--- src/rtl/flag_register.sv ---
// CPU status flag register {C,S,Z} with per-flag write mask and branch-condition decode.
// Optional shadow save/restore of the flags is enabled by defining FLAG_SAVE_RESTORE_EN.
module flag_register #(
    parameter logic [2:0] RST_FLAGS = 3'b000
) (
    input  logic       clk,
    input  logic       rst,
    input  logic       cf,
    input  logic       sf,
    input  logic       zf,
    input  logic       we,
    input  logic [2:0] wmask,
`ifdef FLAG_SAVE_RESTORE_EN
    input  logic       save,
    input  logic       restore,
`endif
    input  logic [2:0] cond_sel,
    output logic       cf_out,
    output logic       sf_out,
    output logic       zf_out,
    output logic [2:0] flags,
    output logic       cond_true
);

    localparam int C_BIT = 2;
    localparam int S_BIT = 1;
    localparam int Z_BIT = 0;

    logic [2:0] flags_q;
    logic [2:0] flags_d;
    logic [2:0] alu_flags;

    assign alu_flags = {cf, sf, zf};

`ifdef FLAG_SAVE_RESTORE_EN
    logic [2:0] shadow_q;
    logic [2:0] shadow_d;

    // Shadow reads the pre-edge flags, so save+restore together swaps the two registers.
    always_comb begin
        shadow_d = shadow_q;
        flags_d  = flags_q;
        if (we) begin
            flags_d = (flags_q & ~wmask) | (alu_flags & wmask);
        end
        if (save) begin
            shadow_d = flags_q;
        end
        if (restore) begin
            flags_d = shadow_q;
        end
    end

    always_ff @(posedge clk) begin
        if (rst) begin
            shadow_q <= RST_FLAGS;
        end else begin
            shadow_q <= shadow_d;
        end
    end
`else
    always_comb begin
        flags_d = flags_q;
        if (we) begin
            flags_d = (flags_q & ~wmask) | (alu_flags & wmask);
        end
    end
`endif

    always_ff @(posedge clk) begin
        if (rst) begin
            flags_q <= RST_FLAGS;
        end else begin
            flags_q <= flags_d;
        end
    end

    assign cf_out = flags_q[C_BIT];
    assign sf_out = flags_q[S_BIT];
    assign zf_out = flags_q[Z_BIT];
    assign flags  = flags_q;

    // Decoded from the registered flags only; no path from the ALU inputs.
    always_comb begin
        cond_true = 1'b0;
        case (cond_sel)
            3'b000:  cond_true = 1'b1;
            3'b001:  cond_true = flags_q[Z_BIT];
            3'b010:  cond_true = ~flags_q[Z_BIT];
            3'b011:  cond_true = flags_q[C_BIT];
            3'b100:  cond_true = ~flags_q[C_BIT];
            3'b101:  cond_true = flags_q[S_BIT];
            3'b110:  cond_true = ~flags_q[S_BIT];
            default: cond_true = 1'b0;
        endcase
    end

endmodule

--- config.mk ---
export PLATFORM = sky130hd
export DESIGN_NAME = flag_register
export DESIGN_NICKNAME = d
export VERILOG_FILES = /design/src/rtl/flag_register.sv
export SDC_FILE = /design/constraint.sdc
export NUM_CORES = 1
export LEC_CHECK = 0
export CAP_MARGIN = 25
export CORE_AREA = 2 2 39 41
export CTS_BUF_LIST = sky130_fd_sc_hd__clkbuf_8
export CTS_CLUSTER_DIAMETER = 60
export DETAILED_ROUTE_END_ITERATION = 16
export DIE_AREA = 0 0 41 43
export PLACE_DENSITY = 0.46
export SLEW_MARGIN = 25
export SYNTH_ARGS = -nofsm -noshare
export SYNTH_HDL_FRONTEND = slang
export SYNTH_SLANG_ARGS = --single-unit
--- constraint.sdc ---
create_clock -name clk -period 1.05 [get_ports clk]
set_input_delay 0.1575 -clock clk [delete_from_list [all_inputs] [get_ports clk]]
set_output_delay 0.1575 -clock clk [all_outputs]
set_load 0.05 [all_outputs]
==> results of run 1 <==
[how the worst max path moves through the flow]
stage                     depth (start not counted)         from        end  slack (ns)
final                                             4    flip-flop  cond_true       -0.34
after global routing                              4    flip-flop  cond_true       -0.37
after CTS                                         4    flip-flop  cond_true       -0.35
after detailed placement                          5  cond_sel[0]  cond_true       -0.49
after global placement                            5  cond_sel[0]  cond_true       -0.46
after floorplan                                   3    flip-flop  cond_true       -0.17
[cell type report]
| class | count | share of cell area [%] |
|---|---|---|
| Clock inverter | 1 | 0.683 |
| Multi-Input combinational cell | 20 | 23.9 |
| Sequential cell | 3 | 12.5 |
| Clock buffer | 3 | 7.52 |
| Timing Repair Buffer | 23 | 51.7 |
| Tap cell | 16 | 3.64 |
[where the power goes]
group	leakage, nW	switching, W	total, W	internal, W
combinational	0.172	0.0000992	0.000217	0.000118
clock	0.0269	0.0000749	0.000324	0.000249
sequential	0.0264	0.00000580	0.000124	0.000118
[worst min-delay path, stage by stage]
cell             delay, ns
clkdlybuf4s50_1       0.40
nand3_1               0.06
a21oi_1               0.05
[cell families after synthesis]
kind of cell	synth area share, %
compound gates	26.8
buf+inv	11.0
flops	29.3
simple gates	32.9
[through the flow]
| stage | setup TNS, ns | area (µm²) | worst slack [ns] | instances |
|---|---|---|---|---|
| 6_report | -0.335 | 549 | -0.335 | 66 |
| 5_1_grt | -0.374 | 549 | -0.374 | 66 |
| 4_1_cts | -0.351 | 549 | -0.351 | 66 |
| 3_5_place_dp | -0.506 | 508 | -0.488 | 62 |
| 3_3_place_gp | -0.459 | 508 | -0.459 | 62 |
| 2_1_floorplan | -0.171 | 223 | -0.171 | 26 |
[routing by layer]
metal | track usage, % | vias to the layer above
met4 | 10.0 | 0
met5 | 0 | -
met3 | 3.14 | 0
met1 | 7.96 | 124
met2 | 17.8 | 15
li1 | - | 138
[timing repair]
item | 4_1_cts | 5_1_grt
gates cloned | 0 | 0
resized for setup | 3 | 0
hold buffers | 0 | 0
setup endpoints to repair | 1 | 1
pin swaps | 2 | 1
[cell usage in the layout (no fill, tap or decap), types with 2 or more instances in the layout]
cell type        n
nand2_1          8
clkdlybuf4s50_1  8
buf_12           7
buf_4            5
nand3_1          3
a21oi_1          3
clkbuf_8         3
dlygate4sd2_1    3
dfxtp_4          2
==> impl_metrics.toml, run 1 <==
[logic_synthesis]
ys_top_cells_by_count = "nand2_1 (8), a21oi_1 (3), buf_4 (3), dfxtp_1 (3), nand3_1 (3)"
synthTopCellsByArea = "dfxtp_1 (29%), nand2_1 (15%), buf_4 (11%), a21oi_1 (7.3%), nand3_1 (7.3%)"
ys_seq_elements = 3
postSynth.asyncResetShare_pct = 0
syn_nets = 38
synth_cell_types = 11
synthCells = 26
synth_top_area_share_pct = 29.3
synth_top_area_cell = "dfxtp_1"
yosysMostFrequentCell = "nand2_1"
ys_warn_count = 0
yosysSeqAreaShare_pct = 29.3
synth_area_um2 = 205
syn_avg_cell_area_um2 = 7.89
synth_ff_type = "dfxtp_1"
synth_edf_count = 0

[final_layout]
num-nets-final = 63
multi_input_comb_area_um2 = 131
fillers = 146
drive_gt1_share_pct = 42.0
antenna_cells = 0
utilization_pct = 39.7
area_growth_pct = 168
regArea_um2 = 68.8

[setup_path]
cp_num_buf_inv = 1
worstPathRequired_ns = 0.89
worstPathArrival_ns = 1.23
worstRegToRegCells = 3
slowest_delay_ns = 0.37
criticalPathCategory = "reg -> out"
critical_path.slowest_cell = "a221o_1"
crit_family = "compound AO/OA/AOI/OAI gates"
rrSetupSlack_ns = 0.28
cp_cell_sequence = "nor2b_4 > a221o_1 > o211ai_4 > buf_12"
start_kind = "flip-flop"
end_kind = "output port"
crit_fanout = 3

[sta]
worst_slack_ns = -0.335
relSlewSlack_pct = 86.2
drv_slew = 0
fin_crit_ns = 1.39
setup_viol = 1
worst_pin_slew_ns = 0.206
maxClockFrequency_mhz = 722
hold_viol = 0
whs_ns = 0.505
rsz0062_at_grt = "true"
clock_skew_ns = 0
timing.final.crit_share_pct = 132

[route]
dr_wl_met2_um = 446
routed_via_density = 4.20
top_layer_used = "met3"
wl_per_cell_um = 11.0
routed_wl_um = 724
first_iter_violations = 0
ant_nets = 0
drc = 0
vias = 277
drt-met1-wl_um = 202
wl_met3_um = 75
drtPass1Iterations = 1

[clocking]
cts_tree = "done"
cts_buffer_depth = 2
numCtsBuffers = 3
cts_root_buffer = "clkbuf_8"
cts-htree-levels = 1
postCtsSetupBuffers = 0
clock_sinks = 3
clk_pin_slew_ns = 0.03
insertion_delay_ns = 0.21

[floorplanning]
coreArea_um2 = 1380
io_pins = 19
num_rows = 14
start_util_pct = 14.8
dieArea_um2 = 1760
die_w_um = 41
fp.dieH_um = 43

[min_path]
hold_path_startpoint = "sf"
hold_depth = 3
hp-class = "in -> reg"

[placement]
portBuffers = 18
gp_congestion = 0.575
dpl.hpwl_um = 637

[grt]
gr-total-overflow = 0
grt_pass1_wl_mm = 1.12
grt_pass1_vias = 305
track_usage_pct = 10.3
grt_antenna_before_repair = 0
grt_max_degree = 7

[status]
status = "complete, but fails checks"
failed_checks = "negative setup slack"

[power]
power_density_nw_per_um2 = 1210
p_leak_nw = 0.226
vdd_ir_drop_max_mv = 0.611
power_w = 0.000665

[run]
drv_cap = 0
(Power assumes the default switching activity.)
==> run 2, diff against run 1 <==
CTS_CLUSTER_SIZE = 10   (was default)
==> results of run 2 <==
Same layout as run 1: the final DEF is identical, and so are final timing and power.
